==> src/rtl/max_pop_queue.sv <==
// Sorted max-priority queue: unsorted pushes, largest-first pops, head always on dout.
// Storage is a register array kept in non-increasing order by compare-and-shift insertion.
module max_pop_queue #(
  parameter int DATA_WIDTH = 32,
  parameter int DEPTH      = 4
) (
  input  logic                         clk,
  input  logic                         reset,
  input  logic                         push,
  input  logic [DATA_WIDTH-1:0]        din,
  input  logic                         pop,
  output logic [DATA_WIDTH-1:0]        dout,
  output logic                         valid,
  output logic                         full,
  output logic [$clog2(DEPTH+1)-1:0]   count,
  output logic                         drop
);

  localparam int CW = $clog2(DEPTH+1);

  logic [DATA_WIDTH-1:0] r_e [DEPTH];
  logic [CW-1:0]         r_count;
  logic                  r_drop;

  logic [DATA_WIDTH-1:0] w_src  [DEPTH];
  logic [DATA_WIDTH-1:0] w_next [DEPTH];
  logic [CW-1:0]         w_src_cnt;
  logic [CW-1:0]         w_idx;
  logic [CW-1:0]         w_next_cnt;
  logic                  w_full;
  logic                  w_pop_eff;
  logic                  w_push_eff;
  logic                  w_drop_next;

  assign w_full     = (r_count == CW'(DEPTH));
  assign w_pop_eff  = pop && (r_count != '0);
  // A push into a full queue only survives when a pop frees the head slot.
  assign w_push_eff = push && (!w_full || w_pop_eff);
  assign w_drop_next = push && w_full && !w_pop_eff;

  // NOTE: every always_comb output gets a default before any conditional
  // assignment, so no path leaves a value held and no latch is inferred.
  always_comb begin
    w_src_cnt = r_count;
    for (int i = 0; i < DEPTH; i++) w_src[i] = r_e[i];
    if (w_pop_eff) begin
      w_src_cnt = r_count - CW'(1);
      for (int i = 0; i < DEPTH-1; i++) w_src[i] = r_e[i+1];
      w_src[DEPTH-1] = '0;
    end

    // Insertion point: number of live entries >= din, so ties land after equals.
    w_idx = '0;
    for (int i = 0; i < DEPTH; i++) begin
      if ((CW'(i) < w_src_cnt) && (w_src[i] >= din)) w_idx = w_idx + CW'(1);
    end

    for (int i = 0; i < DEPTH; i++) w_next[i] = w_src[i];
    if (w_push_eff) begin
      if (w_idx == '0) w_next[0] = din;
      for (int i = 1; i < DEPTH; i++) begin
        if (CW'(i) == w_idx)     w_next[i] = din;
        else if (CW'(i) > w_idx) w_next[i] = w_src[i-1];
      end
    end

    w_next_cnt = w_src_cnt + CW'(w_push_eff);
  end

  // NOTE: sequential state uses non-blocking assignments only, so every
  // register samples the pre-edge values regardless of statement order.
  always_ff @(posedge clk) begin
    if (reset) begin
      // NOTE: the entry array is reset too, because vacant slots must read 0
      // and dout must be 0 straight after reset.
      for (int i = 0; i < DEPTH; i++) r_e[i] <= '0;
      r_count <= '0;
      r_drop  <= 1'b0;
    end else begin
      for (int i = 0; i < DEPTH; i++) r_e[i] <= w_next[i];
      r_count <= w_next_cnt;
      r_drop  <= w_drop_next;
    end
  end

  assign dout  = r_e[0];
  assign valid = (r_count != '0);
  assign full  = w_full;
  assign count = r_count;
  assign drop  = r_drop;

endmodule

==> config.mk <==
export PLATFORM = sky130hd
export DESIGN_NAME = max_pop_queue
export DESIGN_NICKNAME = d
export VERILOG_FILES = /design/src/rtl/max_pop_queue.sv
export SDC_FILE = /design/constraint.sdc
export NUM_CORES = 1
export LEC_CHECK = 0
export ABC_CLOCK_PERIOD_IN_PS = 7100
export CAP_MARGIN = 20
export CORE_ASPECT_RATIO = 0.9
export CORE_MARGIN = 4
export CORE_UTILIZATION = 45
export CTS_BUF_LIST = sky130_fd_sc_hd__clkbuf_2 sky130_fd_sc_hd__clkbuf_4 sky130_fd_sc_hd__clkbuf_8
export DETAILED_ROUTE_END_ITERATION = 6
export PLACE_DENSITY = 0.72
export SLEW_MARGIN = 10
export SYNTH_ARGS = -nofsm -noshare
export SYNTH_HDL_FRONTEND = slang
export SYNTH_SLANG_ARGS = --single-unit
==> constraint.sdc <==
create_clock -name clk -period 7.1 [get_ports clk]
set_input_delay 1.42 -clock clk [delete_from_list [all_inputs] [get_ports clk]]
set_output_delay 1.42 -clock clk [all_outputs]
set_load 0.05 [all_outputs]
==> flow_summary.toml <==
[status]
run_status = "completed"

[yosys]
yosys.area.top_type = "sky130_fd_sc_hd__dfxtp_1"
synthesis.instances = 1303
synthesis.area_per_instance_sq_um = 8.052
synth_seq_cells = 132
edff_count_synth = 0
synth.yosys.warnings = 0
synth.top_cells.by_area = "sky130_fd_sc_hd__dfxtp_1 25%, sky130_fd_sc_hd__ha_1 16%, sky130_fd_sc_hd__nand2_1 11%"
post-synth-top-area-fraction = 0.2519
synth.distinct_cells = 67
netlist_area_sq_um = 10490
postSynthNetCount = 1474
synth_top_flop_cell = "sky130_fd_sc_hd__dfxtp_1"
postSynth.asyncResetShare = 0
ys_seq_area_frac = 0.2519

[worst_setup_path]
cp.required_ps = 7430
critPathMostFrequentCell = "sky130_fd_sc_hd__ha_1"
ff2ff_path_depth = 23
critical_path.n_buffers_inverters = 4
cp_top_family = "compound AO/OA/AOI/OAI gates"
crit_arrival_ps = 7000
cp_max_fo = 38
crit_type = "input pin to flip-flop"
worstSetupEndpointType = "flip-flop"
critPathMaxStageDelay_ps = 610
timing.reg2reg.setup_slack_ps = 1130
critPathSlowestCell = "sky130_fd_sc_hd__clkdlybuf4s50_1"
worst-path-stages = 21
worst_path_cell_trace = "clkdlybuf4s50_1 -> and2_4 -> buf_4 -> nand2_1 -> nand2_1 -> ha_1 -> a21o_1 -> a21o_1 -> a21oi_1 -> o21ai_0 -> a2111oi_2 -> buf_4 -> a221oi_1 -> ha_1 -> xnor2_4 -> ha_1 -> and3_1 -> o32ai_4 -> buf_12 -> a21oi_1 -> a2111oi_1"
worst_setup_start_kind = "input pin"

[sta]
fin_tns_setup_ps = 0
report.final.slew_viol_count = 0
hold_violations = 0
peak_clock_frequency_supported_by_timing_mhz = 150.0
period_needed_ps = 6667
final_critical_path_setup_slack_ps = 433.5
tightestPinTransition_ps = 893.5
max-slew-margin-rel = 0.3981
period_share = 0.9389
unrepaired_setup_endpoints_after_global_routing = "no"
finalSetupViolations = 0
fin_worst_skew_ps = 17.84

[grt]
antenna_found_initial = 0
grt.overflow.total = 0
grt_start_max_net_pins = 59
grt_most_used_layer = "met2"
global_route.usage.met3 = 0.03771
use_met2 = 0.3551
first_pass_grt_wire_length_um = 48040
groute.usage.overall = 0.2250
grt_util_met1 = 0.3144
first_global_vias = 9268

[placement]
rd_place_congestion = 0.8869
placedCellCount = 1597
place_ws_ps = -174.6
placedInstanceArea_sq_um = 11360
post-dp-hpwl_um = 20720
port_buffers = 73

[pwr]
power_density_nw_per_um2 = 404.8
worst_ir_drop_vdd_mv = 0.1979
p_leak_uw = 0.005725

[clock_network]
ctsRootBufferMaster = "sky130_fd_sc_hd__clkbuf_8"
number_of_buffers_added_by_the_clock_tree_synthesis_step = 17
clock_sink_count = 132
hold_buffers = 0
cts_htree_levels = 4
clkSlewWorstSetupHoldPaths_ps = 80
tritoncts = "built"
post-cts-setup-buffers = 0
ctsLongestPathBuffers = 2
worst_skew_pair.late_latency_ps = 470

[cells_and_area]
final_layout_size_suffix_gt1_frac = 0.08934
layout-area-overhead-vs-synth_pct = 12.81
most-common-layout-cells = "303 x sky130_fd_sc_hd__nand2_1, 135 x sky130_fd_sc_hd__ha_1, 132 x sky130_fd_sc_hd__dfxtp_1"
antenna_cells = 0
layout.cells.most_common = "sky130_fd_sc_hd__nand2_1"
final_area_sq_um = 11840
final_net_count = 1490
final_core_utilization = 0.5212
final_cells = 1629

[routing]
vias_per_cell = 5.874
routed_wire_length_per_instance_um = 18.21
finalWirelength_um = 29660
number_of_drc_violations_after_detailed_routing_iteration_0 = 817
route.detailed.drc = 0
antenna_violating_nets_post_route = 0
vias = 9569
drt-pass1-iter-count = 7

[die]
floorplan.rows = 52
ports_placed_on_the_boundary = 74
floorplan.initialDensity = 0.4620
placeableCoreArea_sq_um = 22710
die_height_um = 152.9
dieArea_sq_um = 25820
die_width_um = 169.0

[worst_hold_path]
worst_hold_path.num_cells = 1
hold_path.class = "flip-flop to flip-flop"

[flow_run]
max-cap-violations = 0
## registers in the layout, summed over array words and instances, names as in the netlist
| register | cells |
|---|---|
| r_e | 128 |
| count | 3 |
| drop | 1 |
## worst register-to-register path: cells and delay by family (launching register included)
family,cells,cell delay [ps]
compound gates,9,2190
fa+ha+maj,4,1250
buf+inv,4,890
simple gates,5,790
flops,1,430
xor+xnor,1,300
## area by class of cell
type | instances | area (sq um)
well taps | 297 | 371.6
multi-input cells | 1013 | 7089
fillers | 2119 | 10870
flip-flops and latches | 132 | 2643
inverters | 44 | 165.2
clock inverters | 12 | 202.7
clock buffers | 20 | 262.8
repair buffers | 111 | 1101
## report_power, final
group	switching, uW	internal (uW)
registers	134	970
clock network	333	437
logic	1810	1110
## cell families (layout without fill, tap and decap cells)
group	after synthesis	after routing	share of synthesized area
simple gates	488	488	0.2103
compound gates	316	316	0.2260
mux	68	68	0.06535
buf+inv	158	187	0.07800
flops	132	132	0.2519
xor+xnor	6	6	0.007515
fa+ha+maj	135	135	0.1610
## final timing paths
kind | startpoint | to
max | pop | r_e[0][95]$_SDFF_PP0_
min | r_e[0][114]$_SDFF_PP0_ | r_e[0][114]$_SDFF_PP0_
max reg2reg | count[0]$_SDFF_PP0_ | r_e[0][95]$_SDFF_PP0_
min reg2reg | r_e[0][114]$_SDFF_PP0_ | r_e[0][114]$_SDFF_PP0_
## per-layer routing
metal	up-vias	wire length [um]	share of wire
met2	326	13470	0.45
met1	4515	13760	0.46
met3	45	1824	0.061
li1	4683	-	-
met4	0	603	0.020
met5	-	0	0
## synth_stat cells (6+ instances only)
library cell	count
sky130_fd_sc_hd__nor2_1	55
sky130_fd_sc_hd__o21ai_1	22
sky130_fd_sc_hd__mux2i_1	67
sky130_fd_sc_hd__buf_4	41
sky130_fd_sc_hd__nand4_1	19
sky130_fd_sc_hd__inv_1	44
sky130_fd_sc_hd__ha_1	135
sky130_fd_sc_hd__buf_2	21
sky130_fd_sc_hd__and2_1	32
sky130_fd_sc_hd__nand2_1	304
sky130_fd_sc_hd__nor3_1	9
sky130_fd_sc_hd__o21ai_0	27
sky130_fd_sc_hd__a21o_1	31
sky130_fd_sc_hd__clkbuf_1	40
sky130_fd_sc_hd__buf_1	6
sky130_fd_sc_hd__nor2b_1	8
sky130_fd_sc_hd__nand3b_1	30
sky130_fd_sc_hd__nand2b_1	9
sky130_fd_sc_hd__buf_6	6
sky130_fd_sc_hd__o2bb2ai_1	32
sky130_fd_sc_hd__a311oi_1	32
sky130_fd_sc_hd__a211oi_1	6
sky130_fd_sc_hd__dfxtp_1	132
sky130_fd_sc_hd__a2111oi_2	29
sky130_fd_sc_hd__a21oi_1	102
## per-stage QoR
| step | hold slack [ps] | power, uW |
|---|---|---|
| floorplan | 445.6 | 3306 |
| global placement | 460.5 | 3930 |
| detailed placement | 466.8 | 3983 |
| CTS | 482.7 | 4768 |
| global route | 499.2 | 5119 |
| finish | 480.0 | 4791 |
## what timing repair did
item | in CTS | in global routing
hold endpoints to repair | 0 | 0
setup endpoints to repair | 0 | 29
resized for setup | 0 | 2
No activity file was read; power rests on OpenSTA's default activity.
